**src/rtl/lpe_pkg.sv**
```systemverilog
// -----------------------------------------------------------------------------
// lpe_pkg
//
// Shared definitions for the Laconic processing element shift-accumulate path.
//
// Contents:
//   CNT_W, SHIFT_W, ACC_W, BEAT_W  default widths for the accumulator stage
//   state_t                        accumulator FSM encoding (2'd3 is illegal)
//   min_acc_w()                    smallest accumulator width that holds one
//                                  term without losing bits
// -----------------------------------------------------------------------------
package lpe_pkg;

    // Default widths. A 16-input parallel counter produces a 0..16 count (5 bits).
    localparam int CNT_W   = 5;
    localparam int SHIFT_W = 4;
    localparam int ACC_W   = 24;
    localparam int BEAT_W  = 8;

    // Accumulator FSM encoding. The unused code 2'd3 recovers to IDLE.
    typedef enum logic [1:0] {
        IDLE  = 2'd0,
        ACCUM = 2'd1,
        DONE  = 2'd2
    } state_t;

    // Width needed to hold the largest single term:
    // a full-scale count shifted by the largest exponent.
    function automatic int min_acc_w(input int cnt_w, input int shift_w);
        return cnt_w + (2 ** shift_w) - 1;
    endfunction

endpackage : lpe_pkg

```
**src/rtl/lpe_term_shifter.sv**
```systemverilog
// -----------------------------------------------------------------------------
// lpe_term_shifter
//
// Combinational weighting of one exponent bucket: term = cnt << shift.
// The result is ACC_W+1 bits wide so the accumulator adder can see the
// carry-out of a full-width sum when the term is added to ACC_W bits of state.
// Shared by the single-lane accumulator and the multi-lane PE variants.
//
// Parameters:
//   CNT_W    width of the parallel-counter count
//   SHIFT_W  width of the bucket exponent
//   ACC_W    accumulator width (term is ACC_W+1 bits)
//
// Ports:
//   cnt    in   CNT_W    count of term-pairs that hit this bucket
//   shift  in   SHIFT_W  exponent of this bucket
//   term   out  ACC_W+1  zero-extended cnt shifted left by shift
// -----------------------------------------------------------------------------
module lpe_term_shifter
    import lpe_pkg::*;
#(
    parameter int CNT_W   = lpe_pkg::CNT_W,
    parameter int SHIFT_W = lpe_pkg::SHIFT_W,
    parameter int ACC_W   = lpe_pkg::ACC_W
) (
    input  logic [CNT_W-1:0]   cnt,
    input  logic [SHIFT_W-1:0] shift,
    output logic [ACC_W:0]     term
);

    // A narrower accumulator would silently drop high bits of a single term,
    // so refuse to elaborate rather than produce wrong sums.
    if (ACC_W < min_acc_w(CNT_W, SHIFT_W)) begin : g_width_check
        $error("lpe_term_shifter: ACC_W too small for CNT_W/SHIFT_W");
    end

    logic [ACC_W:0] cnt_ext;

    // Zero-extend before shifting so no count bit falls off the top.
    assign cnt_ext = {{(ACC_W + 1 - CNT_W){1'b0}}, cnt};
    assign term    = cnt_ext << shift;

endmodule : lpe_term_shifter

```
**src/rtl/lpe_shift_accumulator.sv**
```systemverilog
// -----------------------------------------------------------------------------
// lpe_shift_accumulator
//
// Downstream stage of the 16-input / 5-bit parallel counter in the Laconic PE.
// Each beat carries one bucket count and that bucket's exponent; the block
// sums count << exponent over a packet (terminated by in_last) and offers the
// partial dot-product through a valid/ready handshake.
//
// FSM: IDLE -> (first beat) -> ACCUM -> (last beat) -> DONE -> (out_ready) -> IDLE
//      A single-beat packet goes straight from IDLE to DONE.
//      While DONE, no beats are accepted (in_ready = 0).
//
// Configuration macro:
//   LPE_ACC_SAT_EN  defined   : on carry-out the accumulator clamps to all ones
//                               and stays clamped for the rest of the packet.
//                   undefined : the accumulator wraps modulo 2^ACC_W.
//                   In both builds out_ovf is sticky for the packet.
//
// Ports:
//   clk         in   1        rising-edge clock
//   rst_n       in   1        synchronous active-low reset
//   in_valid    in   1        upstream beat valid
//   in_ready    out  1        block can accept a beat (IDLE or ACCUM)
//   in_cnt      in   CNT_W    parallel-counter count for this bucket
//   in_shift    in   SHIFT_W  exponent of this bucket
//   in_last     in   1        final beat of the packet
//   out_valid   out  1        result available (DONE)
//   out_ready   in   1        downstream accepts the result
//   out_result  out  ACC_W    accumulated sum
//   out_beats   out  BEAT_W   beats in packet, saturating at 2^BEAT_W-1
//   out_ovf     out  1        accumulator overflowed during the packet
// -----------------------------------------------------------------------------
module lpe_shift_accumulator
    import lpe_pkg::*;
#(
    parameter int CNT_W   = lpe_pkg::CNT_W,
    parameter int SHIFT_W = lpe_pkg::SHIFT_W,
    parameter int ACC_W   = lpe_pkg::ACC_W,
    parameter int BEAT_W  = lpe_pkg::BEAT_W
) (
    input  logic               clk,
    input  logic               rst_n,

    input  logic               in_valid,
    output logic               in_ready,
    input  logic [CNT_W-1:0]   in_cnt,
    input  logic [SHIFT_W-1:0] in_shift,
    input  logic               in_last,

    output logic               out_valid,
    input  logic               out_ready,
    output logic [ACC_W-1:0]   out_result,
    output logic [BEAT_W-1:0]  out_beats,
    output logic               out_ovf
);

    // -------------------------------------------------------------------------
    // Declarations
    // -------------------------------------------------------------------------
    state_t              state_q;
    state_t              state_d;

    logic [ACC_W-1:0]    acc_q;
    logic [BEAT_W-1:0]   beats_q;
    logic                ovf_q;

    logic [ACC_W:0]      term;
    logic [ACC_W:0]      sum;
    logic                carry;
    logic [ACC_W-1:0]    acc_next;
    logic [BEAT_W-1:0]   beats_next;
    logic                accept;

    // -------------------------------------------------------------------------
    // Term generation and accumulate arithmetic
    // -------------------------------------------------------------------------
    lpe_term_shifter #(
        .CNT_W   (CNT_W),
        .SHIFT_W (SHIFT_W),
        .ACC_W   (ACC_W)
    ) u_term_shifter (
        .cnt   (in_cnt),
        .shift (in_shift),
        .term  (term)
    );

    assign accept = in_valid && in_ready;

    // One extra bit on the adder exposes the carry-out of the ACC_W-bit sum.
    assign sum   = {1'b0, acc_q} + term;
    assign carry = sum[ACC_W];

`ifdef LPE_ACC_SAT_EN
    // Once the packet has overflowed the sum is meaningless, so hold the clamp
    // even if later beats would not carry on their own.
    assign acc_next = (ovf_q || carry) ? {ACC_W{1'b1}} : sum[ACC_W-1:0];
`else
    // Plain modulo-2^ACC_W wrap; overflow is only reported through out_ovf.
    assign acc_next = sum[ACC_W-1:0];
`endif

    // Beat count sticks at all ones instead of wrapping on very long packets.
    assign beats_next = (beats_q == {BEAT_W{1'b1}}) ? beats_q : beats_q + 1'b1;

    // -------------------------------------------------------------------------
    // FSM: state register
    // -------------------------------------------------------------------------
    // NOTE: clocked state uses non-blocking assignments so every register
    // samples pre-edge values, independent of process ordering in simulation.
    always_ff @(posedge clk) begin
        if (!rst_n) begin
            state_q <= IDLE;
        end else begin
            state_q <= state_d;
        end
    end

    // -------------------------------------------------------------------------
    // FSM: next-state logic
    // -------------------------------------------------------------------------
    // NOTE: state_d gets a default before the case so every path assigns it;
    // without that, synthesis would infer a latch.
    always_comb begin
        state_d = state_q;
        unique case (state_q)
            IDLE, ACCUM: begin
                if (accept) begin
                    state_d = in_last ? DONE : ACCUM;
                end
            end
            DONE: begin
                if (out_ready) begin
                    state_d = IDLE;
                end
            end
            default: state_d = IDLE;    // 2'd3 is unreachable; recover
        endcase
    end

    // -------------------------------------------------------------------------
    // FSM: outputs
    // -------------------------------------------------------------------------
    always_comb begin
        in_ready  = 1'b0;
        out_valid = 1'b0;
        unique case (state_q)
            IDLE:    in_ready  = 1'b1;
            ACCUM:   in_ready  = 1'b1;
            DONE:    out_valid = 1'b1;
            default: begin
                in_ready  = 1'b0;
                out_valid = 1'b0;
            end
        endcase
    end

    // -------------------------------------------------------------------------
    // Accumulator, beat counter and overflow flag
    // -------------------------------------------------------------------------
    // These registers double as the result holding registers: once in DONE
    // nothing can write them until the result is taken, so they stay stable
    // for the whole backpressure period.
    always_ff @(posedge clk) begin
        if (!rst_n) begin
            acc_q   <= '0;
            beats_q <= '0;
            ovf_q   <= 1'b0;
        end else begin
            unique case (state_q)
                IDLE: begin
                    if (accept) begin
                        // First beat starts a fresh packet, whatever was left.
                        acc_q   <= term[ACC_W-1:0];
                        beats_q <= {{(BEAT_W-1){1'b0}}, 1'b1};
                        ovf_q   <= 1'b0;
                    end
                end
                ACCUM: begin
                    if (accept) begin
                        acc_q   <= acc_next;
                        beats_q <= beats_next;
                        ovf_q   <= ovf_q | carry;
                    end
                end
                DONE: begin
                    if (out_ready) begin
                        acc_q   <= '0;
                        beats_q <= '0;
                        ovf_q   <= 1'b0;
                    end
                end
                default: begin
                    acc_q   <= '0;
                    beats_q <= '0;
                    ovf_q   <= 1'b0;
                end
            endcase
        end
    end

    assign out_result = acc_q;
    assign out_beats  = beats_q;
    assign out_ovf    = ovf_q;

endmodule : lpe_shift_accumulator

```
**config.mk**
```make
export PLATFORM = sky130hd
export DESIGN_NAME = lpe_shift_accumulator
export DESIGN_NICKNAME = d
export VERILOG_FILES = /design/src/rtl/lpe_pkg.sv /design/src/rtl/lpe_term_shifter.sv /design/src/rtl/lpe_shift_accumulator.sv
export SDC_FILE = /design/constraint.sdc
export NUM_CORES = 1
export LEC_CHECK = 0
export ABC_CLOCK_PERIOD_IN_PS = 11100
export CORE_MARGIN = 2
export CORE_UTILIZATION = 38
export CTS_CLUSTER_DIAMETER = 150
export DETAILED_ROUTE_END_ITERATION = 16
export GPL_ROUTABILITY_DRIVEN = 0
export HOLD_SLACK_MARGIN = 0.1
export PLACE_DENSITY = 0.7
export SYNTH_ARGS = -nofsm -noshare
export SYNTH_HDL_FRONTEND = slang
export SYNTH_SLANG_ARGS = --single-unit
```
**constraint.sdc**
```tcl
create_clock -name clk -period 11.1 [get_ports clk]
set_input_delay 3.33 -clock clk [delete_from_list [all_inputs] [get_ports clk]]
set_output_delay 3.33 -clock clk [all_outputs]
set_load 0.05 [all_outputs]
```
==> results of run 1 <==
## layout make-up
type                       count  area share
clock buffer                   5      0.0187
tap                          102      0.0346
timing repair buffer          51       0.137
inverter                      15      0.0153
sequential                    35       0.190
multi-input combinational    335       0.598
clock inverter                 3     0.00645
## cells in the mapped netlist (4+ instances only)
master | instances | area (sq um)
a21boi_0 | 7 | 52.6
a21o_1 | 6 | 45.0
a21oi_1 | 31 | 155
a22oi_1 | 5 | 37.5
a31oi_1 | 9 | 56.3
and2_1 | 6 | 37.5
and3_1 | 5 | 31.3
clkbuf_1 | 16 | 60.1
dfxtp_1 | 35 | 701
ha_1 | 19 | 238
inv_1 | 14 | 52.6
mux2i_1 | 6 | 60.1
nand2_1 | 35 | 131
nand2b_1 | 4 | 25.0
nand3_1 | 10 | 50.1
nor2_1 | 40 | 150
nor2b_1 | 15 | 93.8
nor3_1 | 11 | 55.1
o21ai_0 | 28 | 140
or3_1 | 5 | 31.3
xnor2_1 | 13 | 114
xor2_1 | 9 | 78.8
## kinds of logic after synthesis
group | after synthesis
AND/OR/NAND/NOR | 149
multiplexers | 12
adder cells (fa/ha/maj) | 20
XOR/XNOR | 22
flip-flops | 35
buffers and inverters | 35
AO/OA/AOI/OAI | 132
## power groups by stage
stage	clock [mW]	combinational [mW]	sequential [mW]
2_1_floorplan	0	0.0613	0.151
3_3_place_gp	0	0.101	0.139
3_5_place_dp	0	0.102	0.139
4_1_cts	0.104	0.103	0.136
5_1_grt	0.107	0.113	0.137
6_report	0.101	0.103	0.136
## sequential cells by signal (all words and copies together) (netlist names)
register    flops
out_beats       8
out_ovf         1
out_result     24
state_q         2
## worst max-delay path by stage
| stage | slack (ns) | endpoint | cells past startpoint |
|---|---|---|---|
| after floorplan | 4.76 | out_result[18] | 16 |
| after global placement | 3.59 | out_result[20] | 14 |
| after detailed placement | 3.50 | out_result[22] | 14 |
| after CTS | 3.84 | out_result[22] | 14 |
| after global routing | 3.59 | out_result[21] | 15 |
| final | 3.78 | out_result[22] | 14 |
## worst reg2reg max path, cell delays in order (launching register included)
cell      delay, ns
dfxtp_1        0.38
ha_1           0.20
inv_1          0.07
nor3_1         0.22
nand3_1        0.19
a311oi_1       0.52
o311ai_2       0.25
o21ai_2        0.30
a31oi_1        0.14
o21ai_2        0.20
a31oi_1        0.11
a41o_1         0.21
## per-stage QoR
stage | util | hold WS, ns | instance area [sq um] | power [mW]
2_1_floorplan | - | 0.611 | 3050 | 0.213
3_3_place_gp | 0.462 | 0.477 | 3590 | 0.240
3_5_place_dp | 0.462 | 0.496 | 3590 | 0.241
4_1_cts | 0.474 | 0.511 | 3680 | 0.343
5_1_grt | 0.474 | 0.523 | 3680 | 0.358
6_report | 0.474 | 0.507 | 3680 | 0.340
## layer usage
metal | track usage | share of wire | up-vias
met5 | 0 | 0 | -
met4 | 0.0580 | 0.016 | 0
met3 | 0.0298 | 0.039 | 12
met2 | 0.320 | 0.48 | 69
met1 | 0.242 | 0.47 | 1451
li1 | - | - | 1557
## cell usage in the layout (no fill, tap or decap), types with 10 or more instances in the layout
cell             netlist  layout
a21oi_1               31      31
clkdlybuf4s50_1        0      48
dfxtp_1               35      35
ha_1                  19      19
inv_1                 14      14
nand2_1               35      35
nand3_1               10      10
nor2_1                40      40
nor2b_1               15      15
nor3_1                11      11
o21ai_0               28      27
xnor2_1               13      13
==> impl_results.md, run 1 <==
* Status: completed
* Synth Area in Simple Gates at 0.241
* Adder and majority cell fraction of the synthesized area at 0.0813
* Die Height at slightly above 90 um
* Largest net degree at the start of global routing at 27
* Layout Skew at a little under 0.009 ns
* Worst-Margin Slew at approximately 1.2 ns
* Crit path arrival time at roughly 7.5 ns
* Main synth FF type: dfxtp_1
* Area Overhead vs Synth at 20.9%
* Multiplexer area fraction after synthesis at 0.0456
* Compound-Gate Fraction of Synth Area at 0.293
* Largest family of logic cells by synthesized area: compound AO/OA/AOI/OAI gates
* Via Count at 3089
* Flops & latches, synth at 35
* Kind of cell adding the most delay to the critical path: compound AO/OA/AOI/OAI gates
* First-pass GRT wire length at approximately 13000 um
* Clock share of power at 0.297
* Die Wd at 93.6 um
* Total Wirelength at ~7900 um
* Filler instances at roughly 800
* Detailed Route Iter0 Violations at roughly 120
* Syn Inst Count at around 400
* Critical path's largest stage delay at 0.85 ns
* Setup violators final at 0
* Total GRT Usage at 0.187
* Sw Pwr at 0.126 mW
* Die area at just under 9000 sq um
* Syn avg cell area at about 7.5 sq um
* Total placed cells including tap cells at between 500 and 600
* R2R Setup Slk at just over 8 ns
* Hold Buf Count CTS at 0
* Seq pwr share at 0.400
* PortBufs at between 40 and 50
* Clock sinks at 35
* Hold Violations, Final at 0
* Cell mode on critical path: a21oi_1
* Non-Filler Instances at between 500 and 600
* CTS tree: done
* DP HPWL at 6010 um
* Setup WS pre-CTS at 3.50 ns
* Critical path startpoint category: input pin
* First-pass DRT Iterations at 4
* Fraction of layout cells with a size suffix above 1 at 0.0698
* Ant diodes at 0
* Buffer type at the clock tree root: clkbuf_8
* Setup Buffers After CTS at 0
* FP Rows at 32
* Via density at between 5 and 6
* Crit. Startpoint: in_shift[1]
* IO Pins at 49
* Drt wl/cell at between 10 and 15 um
* Syn Std Cell Area at 3050 sq um
* Grt ovf at 0
* Core area at around 8000 sq um
* TNS Setup at 0 ns
* Slew Limit Fails at 0
* R2R depth at 11
* Worst R2R Start: out_result[0]
* Clk pin slew, worst setup/hold paths at about 0.090 ns
* Unrepaired setup endpoints after global routing: false
* Antenna violations before repair at 0
* F_max at 137 MHz
* DRC at 0
* Final net count at about 480
* Reg-to-reg endpoint: out_result[23]
* Register Area at ~700 sq um
* Buffer and inverter count on the worst path at 1
* Antenna Nets Post-Route at 0
* Worst path slowest cell: clkdlybuf4s50_1
* Logic pwr share at 0.303
* Post-synth EDFFs at 0
* Resize count post-CTS at 0
* Insertion delay to the later sink of the worst-skew pair at 0.30 ns
* Synth Area in XOR/XNOR at 0.0632
* # Max-Cap Violations at 0
* Netlist cell types at 66
* Post-route clock period utilization at 0.659
* Worst Hold Launch: out_beats[5]
* Worst hold path depth at 2
* Sw Share at 0.371
* Clock tree buffer depth at 2
* Min cycle time layout at 7.32 ns
* WS Path Type: input pin to flip-flop
* CTS H-tree depth at 2
* Syn Nets at between 400 and 500
* Cell breakdown of the critical path: clkdlybuf4s50_1 > mux4_2 > a21oi_1 > nor2_1 > ha_1 > o21ai_0 > a21boi_0 > nand4b_1 > nor3_1 > o21bai_2 > a21o_1 > a31oi_1 > a21oi_1 > a31o_2
* Pwr Density at about 92 nW/um^2
* Worst vdd ir at ~48 uV
* Area taken by multi-input logic gates at 2200 sq um
* P_leak at approximately 1.4 nW
* Syn. warnings at 0
* Vias in the first global route at between 2k and 3k
* Crit path capture type: flip-flop
* Final Worst Setup Slack at 3.78 ns
* Register area share after synthesis at 0.230
* Rel. slew slack at 0.196
* Worst Path Required at about 11 ns
* Ys async rst share at 0
* CTS Buf Count at 5
* Initial Util at 0.392
* Crit path max fanout at 19
* Hold Path Class: flip-flop to flip-flop
* P_int at around 0.21 mW
* Min-Delay Endpoint: out_beats[5]
(Power assumes the default switching activity.)
==> run 2, diff against run 1 <==
- ABC_CLOCK_PERIOD_IN_PS: 11100 -> 5900
- PLACE_DENSITY: 0.7 -> 0.72
- clock period: 11.1 -> 5.9 ns (I/O delays scaled with it)
==> run 2 against run 1 <==
Compared with the run above: register-to-register slack worse by 5.2 ns; largest cell class unchanged; setup slack worse by 3.5 ns; clock power is 83% higher; hold slack worse by 0.027 ns; critical path depth is 2 higher; wire length is 5.3% higher; via count is 0.52% higher; sequential share of layout area is 0.25 points lower; power is 89% higher; non-clock buffer count is 6 higher; first-iteration DRC count is 68% higher; combinational power is 94% higher.
==> impl_results.md, run 2 (synthesized netlist as in run 1, its figures left out) <==
* Status: completed
* FP Rows at 32
* Drt wl/cell at ~15 um
* Hold Violations, Final at 0
* CTS tree: done
* Ant diodes at 0
* DRC at 0
* Commonest non-fill, non-tap cells in the layout: clkdlybuf4s50_1 (48), nor2_1 (40), nand2_1 (35), dfxtp_1 (35), a21oi_1 (31)
* Buffer type at the clock tree root: clkbuf_8
* Antenna Nets Post-Route at 0
* Post-route clock period utilization at 0.955
* Insertion delay to the later sink of the worst-skew pair at approximately 0.3 ns
* CTS H-tree depth at 2
* # Max-Cap Violations at 0
* Via Count at 3105
* Grt ovf at 0
* Die Wd at 93.6 um
* CTS Buf Count at 5
* F_max at roughly 180 MHz
* Fraction of layout cells with a size suffix above 1 at 0.0867
* First-pass DRT Iterations at 4
* Total Wirelength at 8340 um
* Crit path arrival time at just under 6 ns
* P_leak at about 1.5 nW
* Seq pwr share at 0.400
* Worst Hold Slack at slightly below 0.5 ns
* Hold Path Class: flip-flop to flip-flop
* Critical path startpoint category: input pin
* TNS Setup at 0 ns
* Pwr Density at approximately 170 nW/um^2
* Core area at ~8000 sq um
* Rel. slew slack at 0.263
* Total GRT Usage at 0.194
* Total power at approximately 0.64 mW
* Layout Skew at between 0.01 and 0.015 ns
* Worst Path Required at a little over 6 ns
* Logic pwr share at 0.312
* Unrepaired setup endpoints after global routing: false
* P_int at between 0.4 and 0.5 mW
* Area Overhead vs Synth at 22.5%
* Clock sinks at 35
* WS Path Type: input pin to flip-flop
* PortBufs at between 40 and 50
* Detailed Route Iter0 Violations at slightly below 200
* Non-Filler Instances at around 550
* Total placed cells including tap cells at 543
* Sw Share at 0.370
* First-pass GRT wire length at roughly 14000 um
* Crit path max fanout at 9
* Vias in the first global route at 2927
* Initial Util at 0.392
* Worst vdd ir at between 70 and 80 uV
* Worst-Margin Slew at between 1 and 1.5 ns
* Die area at 8750 sq um
* Setup violators final at 0
* Sw Pwr at ~0.24 mW
* DP HPWL at 6310 um
* Min cycle time layout at roughly 5.6 ns
* Slew Limit Fails at 0
* Final net count at roughly 480
* Most common cell after layout, fill and taps aside: clkdlybuf4s50_1
* Antenna violations before repair at 0
* Hold Buf Count CTS at 0
* Clock tree buffer depth at 2
* Largest net degree at the start of global routing at 27
* IO Pins at 49
* Die Height at slightly above 90 um
* Clk pin slew, worst setup/hold paths at 0.08 ns
* Via density at 5.63
* Max reg flops at 24
* Crit path capture type: flip-flop
* Clock share of power at 0.288
run 2: cell count changes in the layout (fill, tap and decap cells not counted):
cell,previous run,this run
buf_4,3,8
inv_6,1,0
mux2i_1,6,5
mux2i_2,0,1
a31oi_1,9,8
buf_2,0,1
clkinv_2,0,1
a31oi_2,0,1
run 2: area by class of cell:
class / instances / area (sq um)
clock buffers: 5 / 68.8
clock inverters: 3 / 20.0
fillers: 773 / 4030
inverters: 15 / 56.3
multi-input cells: 335 / 2210
flip-flops and latches: 35 / 701
well taps: 102 / 128
repair buffers: 57 / 546
run 2: worst paths after layout:
| check | from | depth (start not counted) | to | slack, ns |
|---|---|---|---|---|
| setup / recovery | in_shift[0] | 16 | out_result[12] | 0.26 |
| hold / removal | out_ovf | 2 | out_ovf | 0.48 |
| setup reg to reg | state_q[0] | 7 | out_beats[2] | 2.99 |
| hold reg to reg | out_ovf | 2 | out_ovf | 0.48 |
run 2: per-stage QoR:
| step | setup WS, ns | util | cell area (sq um) |
|---|---|---|---|
| 6_report | 0.264 | 0.481 | 3730 |
| 5_1_grt | 0.0541 | 0.481 | 3730 |
| 4_1_cts | 0.335 | 0.479 | 3720 |
| 3_5_place_dp | 0.0264 | 0.467 | 3630 |
| 3_3_place_gp | 0.0461 | 0.467 | 3630 |
| 2_1_floorplan | 1.12 | - | 3050 |
run 2: metal layers:
metal,share of wire,up-vias,global-route usage,wire length [um]
met5,0,-,0,0
met4,0.016,0,0.0531,137
met3,0.040,12,0.0250,333
met2,0.49,73,0.342,4070
met1,0.46,1448,0.248,3800
li1,-,1572,-,-
run 2: power by group through the flow:
| stage | clock network (mW) | logic (mW) | registers (mW) |
|---|---|---|---|
| global route | 0.199 | 0.218 | 0.258 |
| CTS | 0.189 | 0.198 | 0.257 |
| finish | 0.185 | 0.200 | 0.257 |
| detailed placement | 0 | 0.197 | 0.262 |
| floorplan | 0 | 0.115 | 0.285 |
| global placement | 0 | 0.194 | 0.262 |
run 2: worst max-delay path, stage by stage:
cell and delay, ns:
clkdlybuf4s50_1 0.69, mux2_2 0.39, nand2_1 0.17, nor2_1 0.06, a21oi_1 0.24, nor2_1 0.15
ha_1 0.40, o21ai_0 0.14, a21boi_0 0.34, nand4b_1 0.17, nor3_1 0.34, o21ai_0 0.18
a21boi_1 0.22, o21ai_0 0.14, mux2_2 0.29, nor3_1 0.17
run 2: timing repair:
action,4_1_cts,5_1_grt
endpoints found under the setup margin,0,2
gates resized for setup,0,2
buffers inserted,0,0
